`src/rtl/ex_mem_stage.sv`:
```
// EX->MEM pipeline register: decodes load/store ops into byte-lane memory requests,
// flags misaligned accesses, and freezes while a memory access is outstanding.
module ex_mem_stage #(
  parameter int ADDR_W     = 32,
  parameter int REG_ADDR_W = 5,
  parameter int OP_W       = 4,
  parameter int DATA_W     = 32
) (
  input  logic                  clk,
  input  logic                  rst,
  input  logic [OP_W-1:0]       ex_memOp,
  input  logic [DATA_W-1:0]     ex_result,
  input  logic [ADDR_W-1:0]     ex_memAddr,
  input  logic [REG_ADDR_W-1:0] ex_regDest,
  input  logic                  stall,
  input  logic                  flush,
  input  logic                  mem_ack,
  output logic                  mem_memWriteEnable,
  output logic                  mem_memReadEnable,
  output logic [ADDR_W-3:0]     mem_memAddr,
  output logic [3:0]            mem_memSel,
  output logic [DATA_W-1:0]     mem_wdata,
  output logic [2:0]            mem_loadType,
  output logic [DATA_W-1:0]     mem_result,
  output logic [REG_ADDR_W-1:0] mem_regDest,
  output logic                  mem_resultSel,
  output logic                  mem_excMisalign,
  output logic                  stall_req
);

  localparam logic [OP_W-1:0] OP_WREG = OP_W'(1);
  localparam logic [OP_W-1:0] OP_LB   = OP_W'(2);
  localparam logic [OP_W-1:0] OP_LBU  = OP_W'(3);
  localparam logic [OP_W-1:0] OP_LH   = OP_W'(4);
  localparam logic [OP_W-1:0] OP_LHU  = OP_W'(5);
  localparam logic [OP_W-1:0] OP_LW   = OP_W'(6);
  localparam logic [OP_W-1:0] OP_SB   = OP_W'(7);
  localparam logic [OP_W-1:0] OP_SH   = OP_W'(8);
  localparam logic [OP_W-1:0] OP_SW   = OP_W'(9);

  typedef enum logic {IDLE, WAIT} state_t;
  typedef enum logic [1:0] {SZ_BYTE, SZ_HALF, SZ_WORD} size_t;

  typedef struct packed {
    logic                  we;
    logic                  re;
    logic [ADDR_W-3:0]     addr;
    logic [3:0]            sel;
    logic [DATA_W-1:0]     wdata;
    logic [2:0]            lt;
    logic [DATA_W-1:0]     res;
    logic [REG_ADDR_W-1:0] rd;
    logic                  rsel;
    logic                  exc;
  } stage_t;

  state_t  state;
  stage_t  q;
  stage_t  nxt;
  logic    nxt_access;
  logic    is_load;
  logic    is_store;
  logic    misalign;
  size_t   size;
  logic [2:0] lt;
  logic [1:0] a;

  assign a = ex_memAddr[1:0];

  always_comb begin
    is_load  = 1'b0;
    is_store = 1'b0;
    size     = SZ_WORD;
    lt       = 3'd0;
    case (ex_memOp)
      OP_LB:   begin is_load  = 1'b1; size = SZ_BYTE; lt = 3'd1; end
      OP_LBU:  begin is_load  = 1'b1; size = SZ_BYTE; lt = 3'd2; end
      OP_LH:   begin is_load  = 1'b1; size = SZ_HALF; lt = 3'd3; end
      OP_LHU:  begin is_load  = 1'b1; size = SZ_HALF; lt = 3'd4; end
      OP_LW:   begin is_load  = 1'b1; size = SZ_WORD; lt = 3'd5; end
      OP_SB:   begin is_store = 1'b1; size = SZ_BYTE; end
      OP_SH:   begin is_store = 1'b1; size = SZ_HALF; end
      OP_SW:   begin is_store = 1'b1; size = SZ_WORD; end
      default: ;
    endcase
  end

  assign misalign = ((size == SZ_HALF) && a[0]) || ((size == SZ_WORD) && (a != 2'd0));

  // Misaligned loads/stores collapse into a bubble that only carries the exception pulse.
  always_comb begin
    nxt        = '0;
    nxt_access = 1'b0;
    if (ex_memOp == OP_WREG) begin
      nxt.res = ex_result;
      nxt.rd  = ex_regDest;
    end else if (is_load || is_store) begin
      if (misalign) begin
        nxt.exc = 1'b1;
      end else begin
        nxt_access = 1'b1;
        nxt.addr   = ex_memAddr[ADDR_W-1:2];
        case (size)
          SZ_BYTE: nxt.sel = 4'b0001 << a;
          SZ_HALF: nxt.sel = 4'b0011 << a;
          default: nxt.sel = 4'b1111;
        endcase
        if (is_load) begin
          nxt.re   = 1'b1;
          nxt.rsel = 1'b1;
          nxt.rd   = ex_regDest;
          nxt.lt   = lt;
        end else begin
          nxt.we = 1'b1;
          case (size)
            SZ_BYTE: nxt.wdata = {4{ex_result[7:0]}};
            SZ_HALF: nxt.wdata = {2{ex_result[15:0]}};
            default: nxt.wdata = ex_result;
          endcase
        end
      end
    end
  end

  always_ff @(posedge clk) begin
    if (rst || flush) begin
      q     <= '0;
      state <= IDLE;
    end else if (state == WAIT && !mem_ack) begin
      q.exc <= 1'b0;
    end else if (state == WAIT && stall) begin
      // Access completed but the pipe is held: retire the request, keep the rest for MEM.
      q.we  <= 1'b0;
      q.re  <= 1'b0;
      q.sel <= '0;
      q.exc <= 1'b0;
      state <= IDLE;
    end else if (stall) begin
      q.exc <= 1'b0;
    end else begin
      q     <= nxt;
      state <= nxt_access ? WAIT : IDLE;
    end
  end

  assign mem_memWriteEnable = q.we;
  assign mem_memReadEnable  = q.re;
  assign mem_memAddr        = q.addr;
  assign mem_memSel         = q.sel;
  assign mem_wdata          = q.wdata;
  assign mem_loadType       = q.lt;
  assign mem_result         = q.res;
  assign mem_regDest        = q.rd;
  assign mem_resultSel      = q.rsel;
  assign mem_excMisalign    = q.exc;
  assign stall_req          = (state == WAIT) && !mem_ack;

endmodule

```
`config.mk`:
```
export PLATFORM = sky130hd
export DESIGN_NAME = ex_mem_stage
export DESIGN_NICKNAME = d
export VERILOG_FILES = /design/src/rtl/ex_mem_stage.sv
export SDC_FILE = /design/constraint.sdc
export NUM_CORES = 1
export LEC_CHECK = 0
export BUFFER_PORTS_ARGS = -buffer_cell sky130_fd_sc_hd__buf_4
export CAP_MARGIN = 15
export CORE_ASPECT_RATIO = 0.7
export CORE_MARGIN = 2
export CORE_UTILIZATION = 30
export DETAILED_ROUTE_END_ITERATION = 10
export GPL_TIMING_DRIVEN = 1
export HOLD_SLACK_MARGIN = 0.02
export PLACE_DENSITY = 0.67
export SYNTH_ARGS = -nofsm -noshare
export SYNTH_HDL_FRONTEND = slang
export SYNTH_SLANG_ARGS = --single-unit
```
`constraint.sdc`:
```
create_clock -name clk -period 1.6 [get_ports clk]
set_input_delay 0.16 -clock clk [delete_from_list [all_inputs] [get_ports clk]]
set_output_delay 0.16 -clock clk [all_outputs]
set_load 0.005 [all_outputs]
```
# ---- After elaboration in Yosys (flattened, before gate mapping)
# Cells that the tools add are included.
dict set report word_totals {
  regBits 111
  output_inout_bits 111
  word_cells 75
}
dict set report classes {
  n_eq_ne 12
  shift 2
  muxes 29
  n_bitwise 4
  n_reduce_logical 17
}
# op count
set op_table {}
lappend op_table {{$mux 71} 3}
lappend op_table {{$mux 109} 1}
lappend op_table {{$mux 32} 2}
lappend op_table {{$pmux 32 s2} 1}
lappend op_table {{$eq 4x3->1 const B} 4}
lappend op_table {{$pmux 3 s5} 1}
lappend op_table {{$mux 6} 2}
lappend op_table {{$mux 1} 11}
lappend op_table {{$reduce_or 3->1} 3}
lappend op_table {{$eq 4x2->1 const B} 2}
lappend op_table {{$eq 4x4->1 const B} 2}
lappend op_table {{$pmux 4 s2} 1}
lappend op_table {{$mux 7} 1}
lappend op_table {{$reduce_or 6->1} 1}
lappend op_table {{$mux 5} 1}
lappend op_table {{$reduce_or 5->1} 1}
lappend op_table {{$eq 4x1->1 const B} 1}
lappend op_table {{$logic_and 1x1->1} 4}
lappend op_table {{$mux 2} 2}
lappend op_table {{$mux 4} 1}
lappend op_table {{$not 1->1} 4}
lappend op_table {{$pmux 2 s2} 1}
lappend op_table {{$shl 1x2->4 const A} 1}
lappend op_table {{$shl 2x2->4 const A} 1}
lappend op_table {{other kinds (10)} 12}

# ---- Depth between registers and ports, before layout
dict set report depth {
  depth_word 12
  depth_mapped 8
  ltp_nobuf 5
}

# ---- Worst setup path after synthesis
# OpenSTA, ideal clock, no wires.
dict set report synth_path {
  kind {register -> register}
  startpoint {reg state}
  endpoint {reg q, in the netlist mem_memAddr[0]}
  setup_time_ns 0.060
  arrival_ns 1.669
  path_slack_ns -0.128
  stages_incl_launch_ff 8
  synth_period_minus_slack_ns 1.728
  path_cell_list {dfxtp_1 nand2b_1 buf_4 inv_2 or4_4 a211oi_4 buf_6 a22o_1}
}
dict set report synth_via {
  elab_chain_cells 3
  word_cells_on_any_way 5
}
# item line
set synth_lines {}
lappend synth_lines {{from (decl)} 57} ;# state_t state;
lappend synth_lines {{from (signal assigned)} 142} ;# state <= nxt_access ? WAIT : IDLE;
lappend synth_lines {{$logic_and 1x1->1} --}
lappend synth_lines {{named net stall_req} 28} ;# output logic stall_req
lappend synth_lines {{$not 1->1 (no line)} --}
lappend synth_lines {{$reduce_and 3->1 (no line)} --}
lappend synth_lines {{to (signal assigned)} 141} ;# q <= nxt;
lappend synth_lines {{to (decl)} 58} ;# stage_t q;
# The timed path passes the listed nets, and every way through them passes these cells.
# A chain may end at the register's enable or synchronous reset.

# ---- Final worst setup path
dict set report layout_path {
  startpoint {reg state}
  endpoint {reg q, in the netlist mem_memAddr[1]}
}
dict set report layout_via {
  elab_chain_cells 3
  word_cells_on_any_way 5
}
# item line
set layout_lines {}
lappend layout_lines {{$logic_and 1x1->1, on equally long branches} {131, 129}}
lappend layout_lines {{$not 1->1 (no line)} --}
lappend layout_lines {{$reduce_and 3->1 (no line) *} --}
# Mark *: on every way between the ends. The rest lies on a longest branch, timed or not.

==> results.yml <==
logic_synthesis:
  ys_top_cells_by_count: "111 x dfxtp_1, 45 x nor2_1, 44 x a22oi_1, 40 x a22o_1, 32 x o22ai_1"
  syn_nets: 577
  synth_ff_type: "dfxtp_1"
  yosysSeqAreaShare_pct: 48.1
  avgSynthCellArea_um2: 9.25
  synth_most_common_cell: "dfxtp_1"
  syn_inst: 499
  ys_seq_elements: 111
  synth_edf_count: 0
  async_flop_share_pct: 0
  ys_types: 46
  synth.cell_area_um2: 4620
  synth_top_area_share_pct: 48.1
  yosysWarnings: 0
  yosys-top-cells-area: "dfxtp_1 48%, a22o_1 7.6%, a22oi_1 7.2%"
  yosys.area.top_type: "dfxtp_1"
flow_run:
  cap_viol_max_count: 0
floorplan:
  initial_core_util_pct: 31.1
  die_area_um2: 16400
  io_pins: 189
  die_x_um: 152
  die_h_um: 108
  core_area_um2: 14900
  std_cell_rows: 37
timing:
  post-route-period-util_pct: 108
  fin_skew_ps: 9.34
  period_minus_slack_ps: 1740
  worst_slew_pin_slew_ps: 617
  tns_ps: -3530
  rsz0062_at_grt: "yes"
  slew_headroom_pct: 58.8
  finalSetupViolCount: 32
  slew_violations: 0
  fin_ws_ps: -136
  hold_viol: 0
  fmax_mhz: 576
route:
  wirelength_um: 17000
  routedWlPerCell_um: 18.8
  ant_nets: 0
  dr.pass1.iters: 6
  avgViaCountPerCell: 5.47
  routed-via-count: 4919
  drcViolationCount: 0
  drtIter0Drc: 347
grt:
  grt_start_max_net_pins: 34
  grt.total_usage_pct: 20.1
  grt_pass1_vias: 4799
  grt_pass1_wl_um: 26000
  grt_overflow: 0
  antenna_found_initial: 1
power_and_ir_drop:
  vdd_ir_drop_max_mv: 0.614
  p_total_mw: 6.00
  p_leak_nw: 2.85
  powerDensity_nw_per_um2: 870
clocking:
  worstSkewPairLatency_ps: 340
  clk_path_buf_depth: 2
  clkTransAtPathRegs_ps: 70
  clock_sinks: 111
  cts_tree: "yes"
  h-tree-depth: 3
  numCtsBuffers: 9
  ctsRootBufferMaster: "clkbuf_16"
placement:
  place_hpwl_um: 12300
  gp_congestion: 0.830
  port_buffers: 188
  dpl_cell_area_um2: 6460
finish:
  nets: 778
  num_antenna_cells: 0
  area_growth_syn_to_layout_pct: 49.4
  fillCellCount: 1400
  fin_area_um2: 6900
  drive_gt1_share_pct: 35.9
run_status:
  violations: "negative setup slack"
  status: "complete, but fails checks"
worst_setup_path:
  slowest_stage: "or4_4"
  arrival_ps: 2020
  worstSetupEndpointType: "flop"
  required_ps: 1880
  worstSetupStartpointType: "flop"
  critPathMaxFanout: 32
  path_class: "flop to flop"
  cp.buffers_inverters: 2
  crit_chain: "nand2b_1 -> inv_4 -> or4_4 -> a211oi_4 -> buf_12 -> a22o_1"
  cpPeakStageDelay_ps: 540
  cp_top_family: "simple AND/OR/NAND/NOR gates"
hold_path:
  hold_path.class: "input pin to flop"
## layout by cell type, fill, tap and decap left out, types with 2 or more instances in the layout
master         netlist  layout
o211ai_1            10      10
nor2b_1              5       5
a22o_1              40      40
nor2_2               0       2
a21boi_0             9       9
o21ai_0              4       4
a211oi_1            11       9
inv_1                5       5
clkinv_2             0       2
dfxtp_1            111     111
nor4_1               2       2
buf_12               0       8
a21oi_1             25      25
buf_4                1     217
o22ai_1             32      32
and3_1               8       8
clkbuf_16            0       9
dlygate4sd3_1        0      10
a32o_1              10      10
bufinv_16            0       2
nand3_1             11      11
nor2_1              45      42
nor2_4               0       2
nand4_1              5       5
clkbuf_1            30       2
a211oi_2             0       2
a22oi_1             44      44
nand2b_1            22      22
nand2_1             30      29
## per-stage QoR
| stage | util [%] | worst slack, ps | hold slack [ps] | std cells |
|---|---|---|---|---|
| 4_1_cts | 46.3 | -129 | 20.2 | 900 |
| 6_report | 46.4 | -136 | 34.6 | 900 |
| 3_5_place_dp | 43.4 | -185 | 380 | 873 |
| 5_1_grt | 46.4 | -174 | 21.4 | 900 |
| 3_3_place_gp | 43.4 | -110 | 377 | 873 |
| 2_1_floorplan | - | -66.7 | 261 | 499 |
## worst register-to-register path, delay by kind of cell, from the launching register on
family / cells / cell delay, ps
buffers and inverters: 2 / 290
AO/OA/AOI/OAI: 2 / 400
flip-flops: 1 / 320
AND/OR/NAND/NOR: 2 / 670
## final cells by class
class	instances	area, um2	share of cell area, %
clock buffer	11	233	3.37
tap	195	244	3.54
timing repair buffer	236	1900	27.6
sequential	111	2220	32.2
inverter	7	28.8	0.417
multi-input combinational	335	2190	31.7
clock inverter	5	81.3	1.18
## flip-flops by register name (all words and copies together) (netlist names), 3 cells and up
register,cells
mem_loadType,3
mem_memAddr,30
mem_memSel,4
mem_regDest,5
mem_result,32
mem_wdata,32
## what timing repair did
item	CTS	global route
pin swaps	1	0
gates cloned	1	0
resized for setup	2	3
setup endpoints to repair	48	51
hold endpoints to repair	10	0
hold buffers	10	0
buffers inserted	0	0
## metal layers
| metal | global-route usage, % | vias up | share of wire (%) | wire length (um) |
|---|---|---|---|---|
| li1 | - | 2280 | - | - |
| met1 | 27.3 | 2372 | 44 | 7490 |
| met2 | 31.3 | 246 | 46 | 7730 |
| met3 | 5.96 | 21 | 8.7 | 1480 |
| met4 | 5.21 | 0 | 1.6 | 267 |
| met5 | 0 | - | 0 | 0 |
## where the power goes
group          switching, mW  internal (mW)  total, mW
combinational          0.427          0.373      0.800
clock                   1.01           1.38       2.39
sequential            0.0170           2.79       2.81
## worst paths after layout
check / start / endpoint / slack, ps / cells past startpoint
worst max-delay path: state / mem_memAddr[1] / -140 / 6
worst min-delay path: ex_memAddr[15] / mem_memAddr[13] / 30 / 2
worst max register to register: state / mem_memAddr[1] / -140 / 6
worst min register to register: mem_regDest[3] / mem_regDest[3] / 460 / 2
## logic make-up after synthesis
family	count (synthesis)	synth area share (%)
flip-flops	111	48.1
AO/OA/AOI/OAI	196	31.6
AND/OR/NAND/NOR	137	14.6
buffers and inverters	54	5.45
XOR/XNOR	1	0.190
Power figures use the tool's default switching activity.
